==> config.mk <==
export PLATFORM = sky130hd
export DESIGN_NAME = imem_boot_arbiter
export DESIGN_NICKNAME = d
export VERILOG_FILES = /design/src/rtl/imem_boot_arbiter.sv
export SDC_FILE = /design/constraint.sdc
export NUM_CORES = 1
export LEC_CHECK = 0
export CORE_MARGIN = 3
export CORE_UTILIZATION = 36
export CTS_CLUSTER_DIAMETER = 40
export DETAILED_ROUTE_END_ITERATION = 6
export GPL_ROUTABILITY_DRIVEN = 0
export PLACE_DENSITY = 0.88
export RECOVER_POWER = 25
export REMOVE_ABC_BUFFERS = 1
export SLEW_MARGIN = 20
export SYNTH_ARGS = -nofsm -noshare
export SYNTH_HDL_FRONTEND = slang
export SYNTH_SLANG_ARGS = --single-unit
==> constraint.sdc <==
create_clock -name SYS_clk -period 3.3 [get_ports SYS_clk]
set_input_delay 0.495 -clock SYS_clk [delete_from_list [all_inputs] [get_ports SYS_clk]]
set_output_delay 0.495 -clock SYS_clk [all_outputs]
set_load 0.01 [all_outputs]
==> src/rtl/imem_boot_arbiter.sv <==
// Boot sequencer and port arbiter for the single-port instruction memory.
// Define IMEM_BOOT_CSUM_EN to treat the final loader word as a checksum.
module imem_boot_arbiter #(
    parameter int DEPTH  = 1000,
    parameter int ADDR_W = 10
) (
    input  logic              SYS_clk,
    input  logic              SYS_reset,
    input  logic              ld_start,
    input  logic              ld_valid,
    input  logic [31:0]       ld_data,
    input  logic              ld_last,
    output logic              ld_ready,
    input  logic              if_req,
    input  logic [31:0]       if_pc,
    output logic              if_valid,
    output logic [31:0]       if_instr,
    output logic              if_fault,
    output logic              cpu_run,
    output logic [ADDR_W-1:0] mem_addr,
    output logic [31:0]       mem_wdata,
    output logic              mem_we,
    input  logic [31:0]       mem_rdata,
    output logic [ADDR_W:0]   ld_count,
    output logic              ld_err
);

    localparam logic [31:0] NOP = 32'h0000_0013;

    typedef enum logic [1:0] {IDLE, CLEAR, LOAD, RUN} state_t;

    state_t            state, state_nx;
    logic [ADDR_W-1:0] clr_cnt, clr_cnt_nx;
    logic [ADDR_W:0]   cnt, cnt_nx;
    logic              err, err_nx;
    logic              rsp_v, rsp_v_nx;
    logic              rsp_f, rsp_f_nx;
    logic              full, pc_bad;
`ifdef IMEM_BOOT_CSUM_EN
    logic [31:0]       csum, csum_nx;
`endif

    assign full     = (cnt == (ADDR_W+1)'(DEPTH));
    assign pc_bad   = (|if_pc[1:0]) || (if_pc[31:2] >= 30'(DEPTH));
    assign ld_count = cnt;
    assign ld_err   = err;
    assign cpu_run  = (state == RUN);
    assign if_valid = rsp_v;
    assign if_fault = rsp_v & rsp_f;
    assign if_instr = !rsp_v ? 32'h0 : (rsp_f ? NOP : mem_rdata);

    always_ff @(posedge SYS_clk or posedge SYS_reset) begin
        if (SYS_reset) begin
            state   <= IDLE;
            clr_cnt <= '0;
            cnt     <= '0;
            err     <= 1'b0;
            rsp_v   <= 1'b0;
            rsp_f   <= 1'b0;
`ifdef IMEM_BOOT_CSUM_EN
            csum    <= '0;
`endif
        end else begin
            state   <= state_nx;
            clr_cnt <= clr_cnt_nx;
            cnt     <= cnt_nx;
            err     <= err_nx;
            rsp_v   <= rsp_v_nx;
            rsp_f   <= rsp_f_nx;
`ifdef IMEM_BOOT_CSUM_EN
            csum    <= csum_nx;
`endif
        end
    end

    always_comb begin
        state_nx   = state;
        clr_cnt_nx = clr_cnt;
        cnt_nx     = cnt;
        err_nx     = err;
        rsp_v_nx   = 1'b0;
        rsp_f_nx   = 1'b0;
        mem_addr   = '0;
        mem_wdata  = '0;
        mem_we     = 1'b0;
        ld_ready   = 1'b0;
`ifdef IMEM_BOOT_CSUM_EN
        csum_nx    = csum;
`endif
        // A restart wins over any loader word or fetch in the same cycle
        if (ld_start) begin
            state_nx   = CLEAR;
            clr_cnt_nx = '0;
            cnt_nx     = '0;
            err_nx     = 1'b0;
`ifdef IMEM_BOOT_CSUM_EN
            csum_nx    = '0;
`endif
        end else begin
            unique case (state)
                IDLE: ;
                CLEAR: begin
                    mem_we   = 1'b1;
                    mem_addr = clr_cnt;
                    if (clr_cnt == ADDR_W'(DEPTH-1))
                        state_nx = LOAD;
                    else
                        clr_cnt_nx = clr_cnt + 1'b1;
                end
                LOAD: begin
                    ld_ready = 1'b1;
                    if (ld_valid) begin
`ifdef IMEM_BOOT_CSUM_EN
                        if (ld_last) begin
                            if (csum == ld_data) begin
                                state_nx = RUN;
                            end else begin
                                err_nx   = 1'b1;
                                state_nx = IDLE;
                            end
                        end else begin
                            csum_nx = csum + ld_data;
                            if (full) begin
                                err_nx = 1'b1;
                            end else begin
                                mem_we    = 1'b1;
                                mem_addr  = cnt[ADDR_W-1:0];
                                mem_wdata = ld_data;
                                cnt_nx    = cnt + 1'b1;
                            end
                        end
`else
                        if (full) begin
                            err_nx = 1'b1;
                        end else begin
                            mem_we    = 1'b1;
                            mem_addr  = cnt[ADDR_W-1:0];
                            mem_wdata = ld_data;
                            cnt_nx    = cnt + 1'b1;
                        end
                        if (ld_last)
                            state_nx = RUN;
`endif
                    end
                end
                RUN: begin
                    if (if_req) begin
                        rsp_v_nx = 1'b1;
                        rsp_f_nx = pc_bad;
                        if (!pc_bad)
                            mem_addr = if_pc[ADDR_W+1:2];
                    end
                end
                default: ;
            endcase
        end
    end

endmodule

==> flow_summary_export.csv, run 1 <==
group,metric,value,unit
status,status,"completed",
synthesis,syn_area,0.00237,mm^2
layout,area_growth,90.2,%
clock_tree,cts.sinks,26,
routing,drc,0,
timing,layout_setup_ws,0.0664,ns
layout,final_cell_mix,"clkdlybuf4s50_1, nand2_1, and2_1",
timing,fin_setup_tns,0,ns
pwr,ir_drop,241,uV
layout,drive_gt1_share,10.8,%
timing,final_hold_viol_count,0,
synthesis,yosysSeqAreaShare,27.4,%
layout,fillers,456,
floorplanning,pin_count,193,
placement,port_buffers,192,
timing,worst_pin_slew,0.997,ns
clock_tree,hold_buffers,0,
floorplanning,die_w,87.2,um
global_routing,grt_overflow,0,
pwr,p_leak,1.89,nW
layout,layout_commonest_cell,"clkdlybuf4s50_1",
timing,slew_headroom,33.1,%
timing,clock-skew-final,0.000939,ns
routing,drt_iter0_drc,181,
timing,fmaxAchievable,0.309,GHz
layout,nNetsFinal,601,
clock_tree,clkTransAtPathRegs,0.10,ns
clock_tree,root_buffer,"clkbuf_8",
routing,firstDrtPassIters,4,
synthesis,synth.distinct_cells,42,
synthesis,async_reset_ff_share,100,%
placement,place_hpwl,8.18,mm
min_path,min_path_type,"flip-flop to flip-flop",
placement,dp_slack,-0.112,ns
global_routing,grt_pass1_wl,14.3,mm
floorplanning,start_util,38.7,%
setup_path,arrival,2.74,ns
clock_tree,clk_path_buf_depth,2,
routing,post_drt_wl_per_cell,17.2,um
synthesis,synth-seq-cells,26,
clock_tree,h-tree-depth,1,
floorplanning,core,0.00613,mm^2
synthesis,synth_edf_count,0,
setup_path,cp-end-kind,"output port",
setup_path,crit_path_max_fanout,10,
setup_path,path_class,"primary input to output port",
timing,drv_slew,0,
global_routing,grt_use_total,24.1,%
floorplanning,core.rowCount,28,
routing,via_count,2918,
setup_path,critPathLaunchType,"primary input",
clock_tree,tritoncts,"done",
global_routing,grt_max_degree,33,
clock_tree,cts_made_buffers,3,
timing,fin_crit,3.23,ns
timing,setup_violations,0,
timing,fin_crit_sh,98.0,%
synthesis,avgSynthCellArea,7.85,um^2
routing,ant_nets,0,
global_routing,grt_pass1_vias,2933,
synthesis,synthCells,302,
job,max_cap_violations,0,
floorplanning,die_h,87.2,um
routing,routed_wl,9.75,mm
pwr,power_density,226,mW/mm^2
clock_tree,insertion_delay,0.28,ns
routing,post_drt_via_cell_ratio,5.15,
floorplanning,dieArea,0.00760,mm^2
global_routing,grt_antenna_before_repair,1,
synthesis,synth_flop_cell,"dfrtp_1",
synthesis,ys_warn_count,0,
setup_path,crit_required,2.80,ns
[what timing repair did]
item,4_1_cts,5_1_grt
setup buffers,0,0
endpoints found under the setup margin,10,10
cloned,0,0
resized for setup,2,13
[Yosys cell counts, types with 2 or more instances]
master | n | area share, %
nand2_1 | 32 | 5.1
a21oi_1 | 9 | 1.9
nor3_1 | 3 | 0.63
ha_1 | 7 | 3.7
nand4_1 | 7 | 1.8
nor2_1 | 21 | 3.3
or2_2 | 2 | 0.53
or3_1 | 4 | 1.1
and2_1 | 33 | 8.7
dfrtp_1 | 26 | 27
xor2_1 | 2 | 0.74
and4_1 | 2 | 0.74
buf_6 | 4 | 1.9
o21ai_1 | 8 | 1.7
nand3_1 | 15 | 3.2
a211oi_1 | 2 | 0.63
inv_1 | 14 | 2.2
and2_4 | 30 | 11
o211ai_1 | 9 | 2.8
nand2b_1 | 3 | 0.79
o21a_1 | 3 | 0.95
mux2i_1 | 3 | 1.3
o21ai_0 | 12 | 2.5
buf_1 | 3 | 0.47
clkbuf_1 | 8 | 1.3
buf_2 | 2 | 0.42
o22ai_1 | 2 | 0.53
nor4_1 | 10 | 2.6
nor2b_1 | 3 | 0.79
xnor2_1 | 11 | 4.1
[per-layer routing]
| layer | share of wire [%] | vias up | GRT usage (%) |
|---|---|---|---|
| met3 | 11 | 22 | 6.72 |
| met5 | 0 | - | 0 |
| met4 | 3.2 | 0 | 8.37 |
| met2 | 54 | 164 | 48.4 |
| met1 | 33 | 1330 | 22.8 |
| li1 | - | 1402 | - |
[final cells by class]
type	instances	area, um^2	area share, %
multi-input cells	245	1610	35.7
clock inverters	1	30.0	0.666
flip-flops and latches	26	651	14.4
inverters	14	52.6	1.17
well taps	75	93.8	2.08
repair buffers	202	2030	45.0
diodes	1	2.50	0.0555
clock buffers	3	41.3	0.915
[worst max-delay path, stage by stage]
cell,delay (ns)
clkdlybuf4s50_1,0.42
nor4_2,0.29
nand2_1,0.11
or4_1,0.54
buf_4,0.20
o21ai_1,0.13
clkdlybuf4s50_1,0.55
[logic make-up (layout without fill, tap and decap cells)]
kind of cell / after synthesis / after routing / synth area share (%)
compound gates: 52 / 52 / 14.1
xor+xnor: 13 / 13 / 4.80
fa+ha+maj: 7 / 7 / 3.69
buf+inv: 31 / 220 / 6.28
flops: 26 / 26 / 27.4
mux: 3 / 3 / 1.27
other cells: 0 / 1 / 0
simple gates: 170 / 170 / 42.4
[sequential cells by signal, indices dropped and copies added (netlist names)]
register and count:
rsp_f 1, state 2, if_valid 1, clr_cnt 10
ld_count 11, ld_err 1
[power by group]
part           switching (mW)  leakage (nW)  internal (mW)
Sequential             0.0248         0.356          0.337
Combinational           0.161          1.49          0.219
Clock                   0.114        0.0357          0.163
Total                   0.300          1.89          0.718
[worst paths after layout]
check                           startpoint          end  slack [ns]  depth (start not counted)
worst max-delay path             if_pc[29]  mem_addr[0]        0.07                          7
worst min-delay path                ld_err       ld_err        0.54                          2
worst max register to register    state[0]  ld_count[6]        1.40                          7
worst min register to register      ld_err       ld_err        0.54                          2
max in group asynchronous        SYS_reset     state[0]        2.09                          2
min in group asynchronous        SYS_reset  ld_count[4]        0.75                          2
[metrics by stage]
step	util (%)	power, mW	area, um^2	hold slack, ns	instances
CTS	72.8	1.02	4460	0.552	566
global route	73.6	1.07	4510	0.605	567
detailed placement	71.4	0.743	4380	0.529	562
finish	73.6	1.02	4510	0.537	567
global placement	71.4	0.734	4380	0.497	562
floorplan	-	0.506	2270	0.523	285
Note: power is estimated with default switching activity, not from simulation.
==> inputs of run 2 (changes only) <==
- ABC_CLOCK_PERIOD_IN_PS: not set -> 3300
==> results of run 2 <==
Final layout, timing and power as in run 1 (identical DEF).
